## src/rtl/uart_rx.sv

```systemverilog
// UART receiver: 2-flop synchronised rx, oversampled mid-bit sampling, 8N1 with optional
// parity, and a valid/ready holding register carrying parity/framing/overrun flags.
module uart_rx #(
  parameter int OVERSAMPLE = 16
) (
  input  logic       clk,
  input  logic       reset_n,
  input  logic       sample_tick,
  input  logic       rx,
  input  logic       parity_en,
  input  logic       parity_odd,
  output logic       out_valid,
  input  logic       out_ready,
  output logic [7:0] out_data,
  output logic       parity_err,
  output logic       frame_err,
  output logic       overrun_err,
  output logic       busy
);

  localparam int TW = $clog2(OVERSAMPLE);
  localparam logic [TW-1:0] TICK_MID  = TW'(OVERSAMPLE / 2 - 1);
  localparam logic [TW-1:0] TICK_LAST = TW'(OVERSAMPLE - 1);

  typedef enum logic [2:0] {
    S_IDLE,
    S_START,
    S_DATA,
    S_PARITY,
    S_STOP,
    S_WAIT_HIGH
  } state_t;

  state_t          r_state;
  state_t          w_state_nxt;
  logic            r_rx_meta;
  logic            r_rx_s;
  logic [TW-1:0]   r_tick_cnt;
  logic [TW-1:0]   w_tick_nxt;
  logic [2:0]      r_bit_idx;
  logic [2:0]      w_bit_nxt;
  logic [7:0]      r_shift;
  logic            r_par_en;
  logic            r_par_odd;
  logic            r_par_bit;
  logic            r_done;
  logic            r_done_ferr;
  logic            w_take_data;
  logic            w_take_par;
  logic            w_take_stop;
  logic            w_latch_cfg;
  logic            w_par_err;

  logic            r_out_valid;
  logic [7:0]      r_out_data;
  logic            r_parity_err;
  logic            r_frame_err;
  logic            r_overrun;

  // Synchroniser resets to the idle-high line level so reset never looks like a start bit.
  // NOTE: sequential state uses non-blocking assignments so every flop samples pre-edge values.
  always_ff @(posedge clk or negedge reset_n) begin
    if (!reset_n) begin
      r_rx_meta <= 1'b1;
      r_rx_s    <= 1'b1;
    end else begin
      r_rx_meta <= rx;
      r_rx_s    <= r_rx_meta;
    end
  end

  // NOTE: every always_comb output gets a default first so no path infers a latch.
  always_comb begin
    w_state_nxt = r_state;
    w_tick_nxt  = r_tick_cnt;
    w_bit_nxt   = r_bit_idx;
    w_take_data = 1'b0;
    w_take_par  = 1'b0;
    w_take_stop = 1'b0;
    w_latch_cfg = 1'b0;
    if (sample_tick) begin
      unique case (r_state)
        S_IDLE: begin
          if (!r_rx_s) begin
            w_state_nxt = S_START;
            w_tick_nxt  = '0;
          end
        end
        S_START: begin
          if (r_tick_cnt == TICK_MID) begin
            if (r_rx_s) begin
              w_state_nxt = S_IDLE;
            end else begin
              w_state_nxt = S_DATA;
              w_tick_nxt  = '0;
              w_bit_nxt   = '0;
              w_latch_cfg = 1'b1;
            end
          end else begin
            w_tick_nxt = r_tick_cnt + 1'b1;
          end
        end
        S_DATA: begin
          if (r_tick_cnt == TICK_LAST) begin
            w_take_data = 1'b1;
            w_tick_nxt  = '0;
            if (r_bit_idx == 3'd7) begin
              w_state_nxt = r_par_en ? S_PARITY : S_STOP;
            end else begin
              w_bit_nxt = r_bit_idx + 1'b1;
            end
          end else begin
            w_tick_nxt = r_tick_cnt + 1'b1;
          end
        end
        S_PARITY: begin
          if (r_tick_cnt == TICK_LAST) begin
            w_take_par  = 1'b1;
            w_tick_nxt  = '0;
            w_state_nxt = S_STOP;
          end else begin
            w_tick_nxt = r_tick_cnt + 1'b1;
          end
        end
        S_STOP: begin
          if (r_tick_cnt == TICK_LAST) begin
            w_take_stop = 1'b1;
            w_tick_nxt  = '0;
            w_state_nxt = r_rx_s ? S_IDLE : S_WAIT_HIGH;
          end else begin
            w_tick_nxt = r_tick_cnt + 1'b1;
          end
        end
        S_WAIT_HIGH: begin
          if (r_rx_s) w_state_nxt = S_IDLE;
        end
        default: w_state_nxt = S_IDLE;
      endcase
    end
  end

  always_ff @(posedge clk or negedge reset_n) begin
    if (!reset_n) begin
      r_state     <= S_IDLE;
      r_tick_cnt  <= '0;
      r_bit_idx   <= '0;
      r_shift     <= '0;
      r_par_en    <= 1'b0;
      r_par_odd   <= 1'b0;
      r_par_bit   <= 1'b0;
      r_done      <= 1'b0;
      r_done_ferr <= 1'b0;
    end else begin
      r_state    <= w_state_nxt;
      r_tick_cnt <= w_tick_nxt;
      r_bit_idx  <= w_bit_nxt;
      r_done     <= w_take_stop;
      if (w_latch_cfg) begin
        r_par_en  <= parity_en;
        r_par_odd <= parity_odd;
      end
      if (w_take_data) r_shift[r_bit_idx] <= r_rx_s;
      if (w_take_par)  r_par_bit <= r_rx_s;
      if (w_take_stop) r_done_ferr <= ~r_rx_s;
    end
  end

  assign w_par_err = r_par_en & (r_par_bit != (^r_shift ^ r_par_odd));

  // A completing frame loads unless the old byte is still held and not leaving this cycle.
  always_ff @(posedge clk or negedge reset_n) begin
    if (!reset_n) begin
      r_out_valid  <= 1'b0;
      r_out_data   <= '0;
      r_parity_err <= 1'b0;
      r_frame_err  <= 1'b0;
      r_overrun    <= 1'b0;
    end else begin
      r_overrun <= 1'b0;
      if (r_done) begin
        if (r_out_valid && !out_ready) begin
          r_overrun <= 1'b1;
        end else begin
          r_out_valid  <= 1'b1;
          r_out_data   <= r_shift;
          r_parity_err <= w_par_err;
          r_frame_err  <= r_done_ferr;
        end
      end else if (r_out_valid && out_ready) begin
        r_out_valid <= 1'b0;
      end
    end
  end

  assign out_valid   = r_out_valid;
  assign out_data    = r_out_data;
  assign parity_err  = r_parity_err;
  assign frame_err   = r_frame_err;
  assign overrun_err = r_overrun;
  assign busy        = (r_state != S_IDLE);

endmodule

```

## config.mk

```make
export PLATFORM = sky130hd
export DESIGN_NAME = uart_rx
export DESIGN_NICKNAME = d
export VERILOG_FILES = /design/src/rtl/uart_rx.sv
export SDC_FILE = /design/constraint.sdc
export NUM_CORES = 1
export LEC_CHECK = 0
export BUFFER_PORTS_ARGS = -buffer_cell sky130_fd_sc_hd__buf_4
export CAP_MARGIN = 20
export CORE_AREA = 2 2 58 60
export DETAILED_ROUTE_END_ITERATION = 12
export DIE_AREA = 0 0 60 62
export PLACE_DENSITY = 0.8
export SYNTH_ARGS = -nofsm -noshare
export SYNTH_HDL_FRONTEND = slang
export SYNTH_SLANG_ARGS = --single-unit
```

## constraint.sdc

```tcl
create_clock -name clk -period 3.8 [get_ports clk]
set_input_delay 0.76 -clock clk [delete_from_list [all_inputs] [get_ports clk]]
set_output_delay 0.76 -clock clk [all_outputs]
set_load 0.05 [all_outputs]
```

==> results.py <==
metrics = {
    "setup_path": {
        "ff2ff_setup_slack_ns": 1.80,
        "crit_required_ns": 3.04,
        "slowest_stage": "or3_2",
        "cp_num_buf_inv": 1,
        "r2r_end": "r_shift[0]",
        "worstPathCellList": "or3_2 > buf_4",
        "cp.arrival_ns": 1.63,
        "worstSetupStartpointType": "flop",
        "worst-setup-path-type": "flop to output port",
        "r2r_start": "r_tick_cnt[0]",
        "end_kind": "output port",
        "crit_family": "simple AND/OR/NAND/NOR gates",
        "r2r_cells": 5,
        "crit_fanout": 12,
        "max_stage_delay_ns": 0.56,
    },
    "floorplanning": {
        "die_area_um2": 3720,
        "core_um2": 3180,
        "ios": 20,
        "start_util_pct": 57.3,
        "die_height_um": 62,
        "dieWidth_um": 60,
        "rows": 21,
    },
    "detailed_routing": {
        "wirelength_um": 3350,
        "viasPerCell": 5.46,
        "drc": 0,
        "drt_iter0_drc": 26,
        "firstDrtPassIters": 4,
        "final_antenna_net_count": 0,
        "vias": 1250,
        "routedWlPerCell_um": 14.6,
    },
    "sta": {
        "clock_skew_ns": 0.0102,
        "slew_viol_final": 0,
        "setup_viol": 0,
        "max_freq_ghz": 0.419,
        "rsz0062_at_grt": "no",
        "fin_crit_sh_pct": 62.9,
        "worst_pin_slew_ns": 0.464,
        "period_minus_slack_ns": 2.39,
        "final_hold_viol_count": 0,
        "setup-tns-final_ns": 0,
        "max_slew_margin_pct": 69.1,
    },
    "global_route": {
        "grt_usage_pct": 20.0,
        "gr-total-overflow": 0,
        "grt_pass1_wl_um": 5360,
        "antenna_found_initial": 0,
        "grt_max_degree": 38,
        "grt_pass1_vias": 1172,
    },
    "cells_and_area": {
        "fin_area_um2": 2080,
        "nets": 192,
        "drive_gt1_share_pct": 28.4,
        "syn_to_final_growth_pct": 13.9,
        "n_antenna_cell": 0,
    },
    "power": {
        "p_sw_share_pct": 30.1,
        "p_leak_uw": 0.000987,
        "intPower_uw": 656,
        "powerDensity_nw_per_um2": 452,
        "pwr-share-comb_pct": 18.8,
        "clkPwrFrac_pct": 30.2,
        "pwr-share-seq_pct": 50.9,
        "ir_drop_mv": 0.245,
        "power_switching_uw": 283,
    },
    "synthesis": {
        "ys.flop_type": "dfrtp_1",
        "synth-seq-cells": 37,
        "synth.most_common_cell": "dfrtp_1",
        "syn_nets": 171,
        "synth_common_cells": "35 x dfrtp_1, 16 x mux2_2, 11 x nand2_1",
        "async_flop_share_pct": 100,
        "synth-edff-count": 0,
        "yosys-top-cells-area": "dfrtp_1 48%, mux2_2 9.9%, xnor2_1 4.3%",
        "yosysTopAreaCell": "dfrtp_1",
        "synthCells": 161,
        "yosysSeqAreaShare_pct": 51.0,
        "yosysWarnings": 0,
        "netlist_area_um2": 1820,
        "yosys.area.top_type_share_pct": 48.1,
        "synth.distinct_cells": 41,
        "postSynthAreaPerCell_um2": 11.3,
    },
    "cts": {
        "cts_buffers": 5,
        "worstSkewPairLatency_ns": 0.34,
        "cts_htree_levels": 2,
        "cts_resized": 0,
        "postCtsSetupBuffers": 0,
        "clk_transition_reported_paths_ns": 0.11,
        "clk_path_buf_depth": 2,
        "cts_tree": "built",
        "cts_sinks": 37,
        "cts_root_buf": "clkbuf_4",
        "cts_hold_buf": 0,
    },
    "hold_path": {
        "hp-class": "primary input to asynchronous set/reset pin",
    },
    "place": {
        "dpl-instance-area_um2": 1990,
        "io_buffers": 19,
        "gp_congestion": 0.866,
        "dp_hpwl_um": 2490,
    },
    "outcome": {
        "outcome": "complete, no violations",
    },
    "run": {
        "drv_cap": 0,
    },
}
[routing by layer]
layer	global-route usage, %	wire length [um]	part of all wire, %
met5	0	0	0
met4	8.57	71	2.1
met3	4.35	117	3.5
met2	34.6	1730	52
met1	24.3	1440	43
[sequential cells by signal, summed over array words and instances, names as in the netlist]
register and count:
r_bit_idx 3, r_done 1, r_par_bit 1, r_done_ferr 1
out_valid 1, out_data 8, r_state 3, frame_err 1
overrun_err 1, parity_err 1, r_shift 8, r_par_en 1
r_rx_meta 1, r_rx_s 1, r_par_odd 1, r_tick_cnt 4
[worst register-to-register path, cell delays in order (launching register included)]
cell	delay (ns)
dfrtp_1	0.41
ha_1	0.24
nand4_1	0.24
or3_4	0.46
nor3_1	0.18
mux2_1	0.35
[metrics by stage]
stage / util (%) / power (uW) / hold slack (ns) / setup slack [ns] / std cells
after floorplan: - / 605 / 0.345 / 1.71 / 161
after global placement: 62.6 / 652 / 0.347 / 1.64 / 221
after detailed placement: 62.6 / 661 / 0.350 / 1.54 / 221
after CTS: 65.3 / 947 / 0.366 / 1.40 / 229
after global routing: 65.3 / 991 / 0.369 / 1.36 / 229
final: 65.3 / 939 / 0.364 / 1.41 / 229
[worst max-delay path by stage]
stage / from / to / slack (ns) / depth (start not counted)
3_5_place_dp: sample_tick / r_shift[0] / 1.54 / 5
3_3_place_gp: sample_tick / r_shift[0] / 1.64 / 5
4_1_cts: r_state[0] / busy / 1.40 / 2
5_1_grt: r_state[0] / busy / 1.36 / 2
6_report: r_state[0] / busy / 1.41 / 2
2_1_floorplan: sample_tick / r_shift[0] / 1.71 / 5
[power groups by stage]
| stage | sequential, uW | clock [uW] | combinational, uW |
|---|---|---|---|
| after floorplan | 461 | 0 | 145 |
| after global placement | 482 | 0 | 170 |
| after detailed placement | 483 | 0 | 178 |
| after CTS | 477 | 292 | 179 |
| after global routing | 485 | 311 | 194 |
| final | 478 | 284 | 177 |
[final cells by class]
type | count | area, um2
fill | 258 | 1100
sequential | 37 | 928
multi-input combinational | 110 | 828
timing repair buffer | 19 | 143
tap | 46 | 57.6
clock buffer | 7 | 55.1
inverter | 9 | 33.8
clock inverter | 1 | 30.0
[placed cells by master, fill, tap and decap left out, types with 2 or more instances in the layout]
cell type  instances
a22o_1             2
buf_4             19
clkbuf_4           5
dfrtp_1           35
dfstp_2            2
ha_1               3
inv_1              9
mux2_1             4
mux2_2            16
mux2i_1            2
nand2_1           11
nand2b_1           3
nand3_1            9
nor2_1             8
nor3_1             8
o21ai_0           10
o31ai_1            3
or3_4              2
xnor2_1            9
[kinds of logic (layout without fill, tap and decap cells)]
kind of cell	after synthesis	after routing	synth area share, %
adder cells (fa/ha/maj)	3	3	2.06
multiplexers	23	23	14.3
AND/OR/NAND/NOR	50	50	15.3
buffers and inverters	14	36	3.57
AO/OA/AOI/OAI	25	25	9.48
XOR/XNOR	9	9	4.33
flip-flops	37	37	51.0
(Power assumes the default switching activity.)
